`src/rtl/game_master_fsm_multi_shot.sv`:
```
// Game master for one target sprite and N_TORPEDOES torpedo sprites.
// Limits launches per round, keeps a saturating win score, and hands off to the end-of-game timer.
module game_master_fsm_multi_shot #(
  parameter int N_TORPEDOES     = 2,
  parameter int SHOTS_PER_ROUND = 3,
  parameter int SCORE_W         = 4,
  parameter int SHOT_W          = 4
) (
  input  logic                   clk,
  input  logic                   reset,
  input  logic                   key,
  output logic                   sprite_target_write_xy,
  output logic                   sprite_target_write_dxy,
  output logic                   sprite_target_enable_update,
  output logic [N_TORPEDOES-1:0] sprite_torpedo_write_xy,
  output logic [N_TORPEDOES-1:0] sprite_torpedo_write_dxy,
  output logic [N_TORPEDOES-1:0] sprite_torpedo_enable_update,
  input  logic                   sprite_target_within_screen,
  input  logic [N_TORPEDOES-1:0] sprite_torpedo_within_screen,
  input  logic [N_TORPEDOES-1:0] collision,
  output logic                   end_of_game_timer_start,
  input  logic                   end_of_game_timer_running,
  output logic                   game_won,
  output logic [SHOT_W-1:0]      shots_left,
  output logic [SCORE_W-1:0]     score
);

  typedef enum logic [2:0] {
    START = 3'b001,
    PLAY  = 3'b010,
    END   = 3'b100
  } state_t;

  state_t state, state_next;

  logic                   key_q;
  logic                   launch_req;
  logic [N_TORPEDOES-1:0] active, active_next;
  logic [N_TORPEDOES-1:0] free, sel_oh;
  logic                   hit;
  logic                   end_wait, end_wait_next;

  logic                   tgt_wxy_next, tgt_wdxy_next, tgt_en_next;
  logic [N_TORPEDOES-1:0] torp_wxy_next, torp_wdxy_next, torp_en_next;
  logic                   timer_start_next, game_won_next;
  logic [SHOT_W-1:0]      shots_next;
  logic [SCORE_W-1:0]     score_next;

  assign launch_req = key & ~key_q;
  assign hit        = |(collision & active);
  assign free       = ~active;
  // Isolate the lowest free torpedo as a one-hot mask.
  assign sel_oh     = free & (~free + 1'b1);

  always_comb begin
    state_next       = state;
    active_next      = active;
    end_wait_next    = 1'b0;
    tgt_wxy_next     = 1'b0;
    tgt_wdxy_next    = 1'b0;
    tgt_en_next      = 1'b0;
    torp_wxy_next    = '0;
    torp_wdxy_next   = '0;
    torp_en_next     = '0;
    timer_start_next = 1'b0;
    game_won_next    = game_won;
    shots_next       = shots_left;
    score_next       = score;

    case (state)
      START: begin
        tgt_wxy_next  = 1'b1;
        tgt_wdxy_next = 1'b1;
        torp_wxy_next = '1;
        game_won_next = 1'b0;
        shots_next    = SHOT_W'(SHOTS_PER_ROUND);
        active_next   = '0;
        state_next    = PLAY;
      end
      PLAY: begin
        active_next = active & sprite_torpedo_within_screen;
        if (hit) begin
          game_won_next    = 1'b1;
          if (score != '1) score_next = score + 1'b1;
          timer_start_next = 1'b1;
          state_next       = END;
        end else if (!sprite_target_within_screen) begin
          timer_start_next = 1'b1;
          state_next       = END;
        end else if (shots_left == '0 && active == '0) begin
          timer_start_next = 1'b1;
          state_next       = END;
        end else begin
          // Requests with no free torpedo or no shots left are simply dropped.
          if (launch_req && shots_left != '0 && free != '0) begin
            torp_wxy_next  = sel_oh;
            torp_wdxy_next = sel_oh;
            active_next    = active_next | sel_oh;
            shots_next     = shots_left - 1'b1;
          end
          tgt_en_next  = 1'b1;
          torp_en_next = active_next;
        end
      end
      END: begin
        end_wait_next = 1'b1;
        if (end_wait && !end_of_game_timer_running) begin
          state_next  = START;
          active_next = '0;
        end
      end
      default: begin
        state_next  = START;
        active_next = '0;
      end
    endcase
  end

  always_ff @(posedge clk) begin
    if (reset) begin
      state                        <= START;
      key_q                        <= 1'b0;
      active                       <= '0;
      end_wait                     <= 1'b0;
      sprite_target_write_xy       <= 1'b0;
      sprite_target_write_dxy      <= 1'b0;
      sprite_target_enable_update  <= 1'b0;
      sprite_torpedo_write_xy      <= '0;
      sprite_torpedo_write_dxy     <= '0;
      sprite_torpedo_enable_update <= '0;
      end_of_game_timer_start      <= 1'b0;
      game_won                     <= 1'b0;
      shots_left                   <= '0;
      score                        <= '0;
    end else begin
      state                        <= state_next;
      key_q                        <= key;
      active                       <= active_next;
      end_wait                     <= end_wait_next;
      sprite_target_write_xy       <= tgt_wxy_next;
      sprite_target_write_dxy      <= tgt_wdxy_next;
      sprite_target_enable_update  <= tgt_en_next;
      sprite_torpedo_write_xy      <= torp_wxy_next;
      sprite_torpedo_write_dxy     <= torp_wdxy_next;
      sprite_torpedo_enable_update <= torp_en_next;
      end_of_game_timer_start      <= timer_start_next;
      game_won                     <= game_won_next;
      shots_left                   <= shots_next;
      score                        <= score_next;
    end
  end

endmodule

```
`config.mk`:
```
export PLATFORM = sky130hd
export DESIGN_NAME = game_master_fsm_multi_shot
export DESIGN_NICKNAME = d
export VERILOG_FILES = /design/src/rtl/game_master_fsm_multi_shot.sv
export SDC_FILE = /design/constraint.sdc
export NUM_CORES = 1
export LEC_CHECK = 0
export BUFFER_PORTS_ARGS = -buffer_cell sky130_fd_sc_hd__buf_4
export CORE_MARGIN = 1.5
export CORE_UTILIZATION = 50
export DETAILED_ROUTE_END_ITERATION = 7
export PLACE_DENSITY = 0.81
export RECOVER_POWER = 25
export SLEW_MARGIN = 20
export SYNTH_ARGS = -nofsm -noshare
export SYNTH_HDL_FRONTEND = slang
export SYNTH_SLANG_ARGS = --single-unit
```
`constraint.sdc`:
```
create_clock -name clk -period 1.85 [get_ports clk]
set_clock_uncertainty 0.1 [all_clocks]
set_input_delay 0.185 -clock clk [delete_from_list [all_inputs] [get_ports clk]]
set_output_delay 0.185 -clock clk [all_outputs]
set_load 0.1 [all_outputs]
```
# After elaboration in Yosys (flattened, before gate mapping)
# Index checks and enable logic that the tools add are counted.
dict set report op_classes {
  add_sub_neg 3
  eq_ne 11
  muxes 29
  n_bitwise 10
  reduce_logical 18
}
# cell n
set ops {}
lappend ops {{two-way mux 2 bit} 9}
lappend ops {{two-way mux 4 bit} 4}
lappend ops {{two-way mux 3 bit} 4}
lappend ops {{!= test 2 bit, second input constant} 6}
lappend ops {{one-hot mux 3 bit (3 select lines)} 1}
lappend ops {{!= test 4 bit, second input constant} 2}
lappend ops {{one-hot mux 2 bit (2 select lines)} 2}
lappend ops {{one-hot mux 4 bit (2 select lines)} 1}
lappend ops {{two-way mux 1 bit} 7}
lappend ops {{AND 2 bit} 3}
lappend ops {{OR reduction 6 bit} 1}
lappend ops {{AND reduction 5 bit} 1}
lappend ops {{OR reduction 5 bit} 1}
lappend ops {{adder 4 x 1 -> 4 bit, second input constant} 1}
lappend ops {{logical AND 1 bit} 4}
lappend ops {{zero test 4 bit} 1}
lappend ops {{inverter 2 bit} 2}
lappend ops {{AND reduction 2 bit} 2}
lappend ops {{nonzero test 2 bit} 2}
lappend ops {{nonzero test 4 bit} 1}
lappend ops {{OR reduction 2 bit} 2}
lappend ops {{subtractor 4 x 1 -> 4 bit, second input constant} 1}
lappend ops {{== test 3 x 1 -> 1 bit, second input constant} 1}
lappend ops {{== test 3 x 2 -> 1 bit, second input constant} 1}
lappend ops {{other kinds (9)} 11}
dict set report totals {
  register_bits 25
  input_bits 9
  out_inout_bits 19
}

# Logic depth before layout (Yosys ltp)
# Gate-level depths: netlist of run 1.
dict set report logic_depth {
  word_depth 10
  depth_mapped 6
}

# Least setup slack after synthesis of run 1
# No wires, ideal clock.
dict set report synth_path {
  kind {reg2reg}
  startpoint {register shots_left[0]}
  endpoint {register shots_left[3]}
  setup_time_ns 0.070
  t_arrival_ns 2.355
  required_time_ns 1.680
  setup_slack_ns -0.675
  stages_incl_launch_ff 7
  n_path_buf 0
  cell_sequence {dfxtp_1 inv_1 ha_1 or3b_1 nand4_2 or4_1 a21oi_1}
}
dict set report synth_via {
  elab_chain_cells 6
}
# item line_no
set synth_lines {}
lappend synth_lines {{start, declared} 24} ;# output logic [SHOT_W-1:0] shots_left,
lappend synth_lines {{start signal, assigned} 148} ;# shots_left <= shots_next;
lappend synth_lines {{subtractor 4 x 1 -> 4 bit} 99} ;# shots_next = shots_left - 1'b1;
lappend synth_lines {{two-way mux 4 bit} 95} ;# if (launch_req && shots_left != '0 && free != '0) begin
lappend synth_lines {{two-way mux 4 bit} 90} ;# end else if (shots_left == '0 && active == '0) begin
lappend synth_lines {{two-way mux 4 bit} 87} ;# end else if (!sprite_target_within_screen) begin
lappend synth_lines {{two-way mux 4 bit} 82} ;# if (hit) begin
lappend synth_lines {{one-hot mux 4 bit (2 select lines)} 70} ;# case (state)
# Parallel ways exist; a longest one is shown, timed or not. The select of a mux whose other input is x is not followed.
# A chain may end at the register's enable or synchronous reset.

# Worst setup path in the final report of run 1
dict set report layout_path {
  startpoint {register shots_left[0]}
  endpoint {register shots_left[2]}
}
# Same word-level chain as after synthesis.

==> impl_metrics.toml, run 1 <==
[power_and_ir_drop]
switchingPower_uw = 685
p_int_uw = 850
ir_drop_v = 0.000595
switching_share_pct = 44.6
combPwrFrac_pct = 40.6
power_leakage_uw = 0.000597
power_density_nw_per_um2 = 1140
clockPowerShare_pct = 16.4
p_total_uw = 1540
seq_power_share_pct = 43.0

[placed_design]
place_congestion = 0.897
hpwlAfterDp_mm = 1.57
portBuffers = 27
place_inst = 163
dp_slack_ns = 0.113

[route]
routed_wl_mm = 2.02
wl_per_cell_um = 11.9
first_pass_iters = 4
drt-vias-per-instance = 5.14
route.detailed.drc = 0
drtIter0Drc = 12
num_vias = 873
ant_nets = 0

[setup_path]
startpoint_type = "flop"
crit_path_max_fanout = 8
worstSetupEndpointType = "flop"
crit_arrival_ns = 1.92
crit_type = "flop to flop"
cp_slowest_cell = "or4_1"
critPathMaxStageDelay_ns = 0.52
worstPathCellList = "inv_4 -> ha_4 -> or3b_4 -> nand4_4 -> or4_1 -> a21oi_1"
worstPathRequired_ns = 2.01

[synth]
synthCells = 109
synthFlopType = "dfxtp_1"
async_flop_share_pct = 0
ys_top_cells_by_area = "dfxtp_1 48%, a21oi_1 4.4%, nand2_1 4.4%"
ys_warn_count = 0
synth_edf_count = 0
yosysMostFrequentCell = "dfxtp_1"
synth.distinct_cells = 36
synthDominantCellAreaShare_pct = 48.4
ys_ff_latch = 25
synth_common_cells = "25 x dfxtp_1, 12 x nand2_1, 11 x inv_1, 9 x a21oi_1"
synth_area_um2 = 1030
syn_area_per_cell_um2 = 9.48
seq_area_frac_synth_pct = 48.4
synth_largest_area_cell = "dfxtp_1"
syn_nets = 121

[clock_tree]
ctsHtreeMaxLevel = 1
clockRootBuffer = "clkbuf_4"
clk_pin_slew_ns = 0.14
cts.sinks = 25
numCtsBuffers = 3
clk_path_buf_depth = 2
clk_latency_ns = 0.32
tritoncts = "yes"

[finish]
fill_cells = 173
syn2layout_area_growth_pct = 30.6
fin_cells = 170
num_antenna_cells = 0
fin_nets = 156
drive_gt1_share_pct = 35.7

[floorplanning]
start_util_pct = 52.7
fp.dieH_um = 48.5
placementRows = 16
ios = 28
coreArea_um2 = 1960
die-area_um2 = 2350
die_w_um = 48.5

[timing]
fin_crit_sh_pct = 95.1
drv_slew = 0
grt_setup_unrepaired = "no"
finalHoldViolCount = 0
slew_headroom_pct = 64.1
finalCriticalPeriod_ns = 1.76
worst_pin_slew_ns = 0.541
timing.final.ws_setup_ns = 0.0903
setup_viol = 0
fmax_ghz = 0.568

[grt]
grt_max_degree = 16
gr-total-overflow = 0
grt_pass1_wl_mm = 3.44
grt.total_usage_pct = 19.0
grt_antenna_before_repair = 0
grt_pass1_vias = 801

[min_path]
hp-class = "primary input to flop"

[status]
status = "finished, final reports clean"

[job]
cap_violations = 0
layer usage:
layer | up-vias | track usage (%) | wire length [um]
li1 | 451 | - | -
met4 | 0 | 13.8 | 57
met1 | 381 | 21.8 | 853
met2 | 37 | 31.7 | 980
met5 | - | 0 | 0
met3 | 4 | 3.40 | 125
power groups by stage:
stage,Sequential (uW),Clock [uW],Combinational [uW]
5_1_grt,672,284,660
2_1_floorplan,925,0,253
4_1_cts,662,260,635
6_report,660,252,623
3_5_place_dp,674,0,628
3_3_place_gp,669,0,621
layout make-up:
type	instances	area [um2]	share of cell area, %
multi-input combinational	71	504	37.3
inverter	11	46.3	3.43
clock inverter	1	6.26	0.463
sequential	25	513	38.0
clock buffer	3	22.5	1.67
timing repair buffer	32	224	16.6
tap	27	33.8	2.50
flip-flops by register name (all words and copies together) (netlist names):
register                      cells
end_of_game_timer_start           1
sprite_torpedo_write_dxy          2
shots_left                        4
sprite_torpedo_enable_update      2
game_won                          1
sprite_torpedo_write_xy           2
state                             3
active                            2
sprite_target_enable_update       1
end_wait                          1
score                             4
key_q                             1
sprite_target_write_dxy           1
critical path, delay by kind of cell (launching register included):
kind,cells,cell delay [ns]
flops,1,0.39
fa+ha+maj,1,0.14
simple gates,3,0.89
buf+inv,1,0.05
compound gates,1,0.13
final timing paths:
check	slack, ns	endpoint	cells past startpoint	start
worst max-delay path	0.09	shots_left[2]	6	shots_left[0]
worst min-delay path	0.02	sprite_torpedo_enable_update[0]	3	sprite_torpedo_within_screen[0]
worst max register to register	0.09	shots_left[2]	6	shots_left[0]
worst min register to register	0.37	game_won	2	game_won
what timing repair did:
action                                 CTS  global route
endpoints found under the hold margin    5             0
resized for setup                        0             0
setup buffers                            0             0
hold buffers                             3             0
layout by cell type, fill, tap and decap left out, types with 2 or more instances in the layout:
cell type and n:
a21oi_1 9, buf_4 20, clkbuf_2 8, clkbuf_4 3, dfxtp_1 19, dfxtp_2 4
dfxtp_4 2, dlygate4sd3_1 3, ha_1 2, inv_1 9, inv_4 3, nand2_1 12
nand3_1 5, nor2_1 5, nor3_1 3, o211ai_1 2, o21ai_0 3, o31ai_1 2
or2_2 2, or3_1 3, or4_1 2
stage by stage:
stage / utilization, % / setup TNS, ns / hold WS, ns / area (um2)
after floorplan: - / -0.0713 / 0.213 / 1070
after global placement: 67.0 / 0 / 0.312 / 1320
after detailed placement: 67.0 / 0 / 0.322 / 1320
after CTS: 70.0 / 0 / 0.00779 / 1370
after global routing: 68.8 / 0 / 0.0148 / 1350
final: 68.8 / 0 / 0.0156 / 1350
kinds of logic after synthesis:
group	Yosys count	synth area share [%]
simple gates	43	25.7
mux	1	0.969
compound gates	23	15.4
buf+inv	13	5.08
flops	25	48.4
xor+xnor	1	0.848
fa+ha+maj	3	3.63
(Power assumes the default switching activity.)
==> run 2, diff against run 1 <==
CTS_CLUSTER_SIZE = 12   (was default)
MAX_ROUTING_LAYER = met4   (was default)
==> run 2 against run 1 <==
Net effect:
- first-iteration DRC count unchanged
- die area unchanged
- global-route usage up 0.54 points
- sequential power about the same
==> impl_metrics.toml, run 2 (synthesized netlist as in run 1, its figures left out) <==
[min_path]
min_from = "sprite_torpedo_within_screen[0]"
hold_depth = 3
hold_path_end = "sprite_torpedo_enable_update[0]"
hp-class = "primary input to flop"

[clock_tree]
clockRootBuffer = "clkbuf_4"
clk_pin_slew_ns = 0.14
cts_setup_buffers = 0
numCtsBuffers = 3
clk_latency_ns = 0.32
tritoncts = "yes"
clk_path_buf_depth = 2
ctsHtreeMaxLevel = 1
cts.sinks = 25
post_cts_resized = 0

[setup_path]
worstReg2RegStart = "shots_left[0]"
crit_arrival_ns = 1.92
reg2reg_depth = 6
crit_type = "flop to flop"
startpoint_type = "flop"
worstSetupEndpointType = "flop"
r2r_slack_ns = 0.09
r2r_end = "shots_left[2]"
worstPathCellList = "inv_4 -> ha_4 -> or3b_4 -> nand4_4 -> or4_1 -> a21oi_1"
critical_path_buf_inv_count = 1
worstPathRequired_ns = 2.01
critPathMaxStageDelay_ns = 0.52
critical-path-top-delay-family = "simple AND/OR/NAND/NOR gates"
cp_slowest_cell = "or4_1"
crit_path_max_fanout = 8

[floorplanning]
fp.dieH_um = 48.5
start_util_pct = 52.7
coreArea_um2 = 1960
placementRows = 16
die_w_um = 48.5
die-area_um2 = 2350
ios = 28

[power_and_ir_drop]
ir_drop_v = 0.000595
power_density_nw_per_um2 = 1140
power_leakage_uw = 0.000597
p_total_uw = 1540

[placed_design]
dp_slack_ns = 0.113
hpwlAfterDp_mm = 1.57
place_congestion = 0.912
portBuffers = 27

[grt]
grt.total_usage_pct = 19.5
grt_pass1_wl_mm = 3.45
grt_antenna_before_repair = 0
grt_max_degree = 16
grt_pass1_vias = 800
gr-total-overflow = 0

[timing]
grt_setup_unrepaired = "no"
hold_slack_ns = 0.0142
finalCriticalPeriod_ns = 1.76
drv_slew = 0
fmax_ghz = 0.568
timing.final.ws_setup_ns = 0.0903
setup_viol = 0
fin_crit_sh_pct = 95.1
worst_pin_slew_ns = 0.541
finalHoldViolCount = 0
slew_headroom_pct = 64.1

[route]
drt-vias-per-instance = 5.13
drtIter0Drc = 12
first_pass_iters = 4
num_vias = 872
route.detailed.drc = 0
ant_nets = 0
wl_per_cell_um = 11.9
routed_wl_mm = 2.02

[finish]
drive_gt1_share_pct = 35.7
layout_common_cells = "20 x buf_4, 19 x dfxtp_1, 12 x nand2_1"
fill_cells = 173
syn2layout_area_growth_pct = 30.6
fin_nets = 156
num_antenna_cells = 0
reg.largest.list = "score x4, shots_left x4, state x3"
final_common_cell = "buf_4"

[job]
cap_violations = 0

[status]
status = "finished, final reports clean"
-- run 2: cell counts in the layout (fill, tap and decap cells not counted) --
No cell type changed its count.
-- run 2: final cells by class --
type | instances | area (um2) | share of cell area, %
repair buffers | 32 | 224 | 16.6
clock inverters | 1 | 6.26 | 0.463
flip-flops and latches | 25 | 513 | 38.0
well taps | 27 | 33.8 | 2.50
clock buffers | 3 | 22.5 | 1.67
multi-input cells | 71 | 504 | 37.3
inverters | 11 | 46.3 | 3.43
-- run 2: what timing repair did --
action / CTS / global route
hold endpoints to repair: 5 / 0
endpoints found under the setup margin: 0 / 0
hold buffers: 3 / 0
-- run 2: tightest hold or removal path, cell delays in order --
cell     delay (ns)
buf_4          0.11
nand2_1        0.05
a21oi_1        0.06
-- run 2: power breakdown --
| group | switching, uW | leakage (uW) | internal [uW] |
|---|---|---|---|
| registers | 59.3 | 0.000207 | 601 |
| clock network | 168 | 0.0000183 | 84.4 |
| logic | 458 | 0.000372 | 165 |
-- run 2: how the worst max path moves through the flow --
| stage | start | end | slack (ns) | cells after the start |
|---|---|---|---|---|
| global placement | shots_left[1] | state[1] | 0.15 | 6 |
| finish | shots_left[0] | shots_left[2] | 0.09 | 6 |
| CTS | shots_left[0] | shots_left[2] | 0.09 | 6 |
| floorplan | shots_left[0] | shots_left[2] | -0.04 | 6 |
| global route | shots_left[1] | state[1] | 0.002 | 6 |
| detailed placement | shots_left[0] | state[1] | 0.11 | 6 |
-- run 2: per-layer routing --
layer  wire length [um]  GRT usage [%]  vias up
li1                   -              -      451
met1                863           21.8      382
met2                983           31.7       35
met3                113           3.40        4
met4                 59           13.8        0
met5                  0              -        -
-- run 2: per-stage QoR --
| step | util [%] | cell area, um2 | TNS [ns] | instances |
|---|---|---|---|---|
| 2_1_floorplan | - | 1070 | -0.0713 | 109 |
| 4_1_cts | 70.0 | 1370 | 0 | 170 |
| 6_report | 68.8 | 1350 | 0 | 170 |
| 3_5_place_dp | 67.0 | 1320 | 0 | 163 |
| 3_3_place_gp | 67.0 | 1320 | 0 | 163 |
| 5_1_grt | 68.8 | 1350 | 0 | 170 |
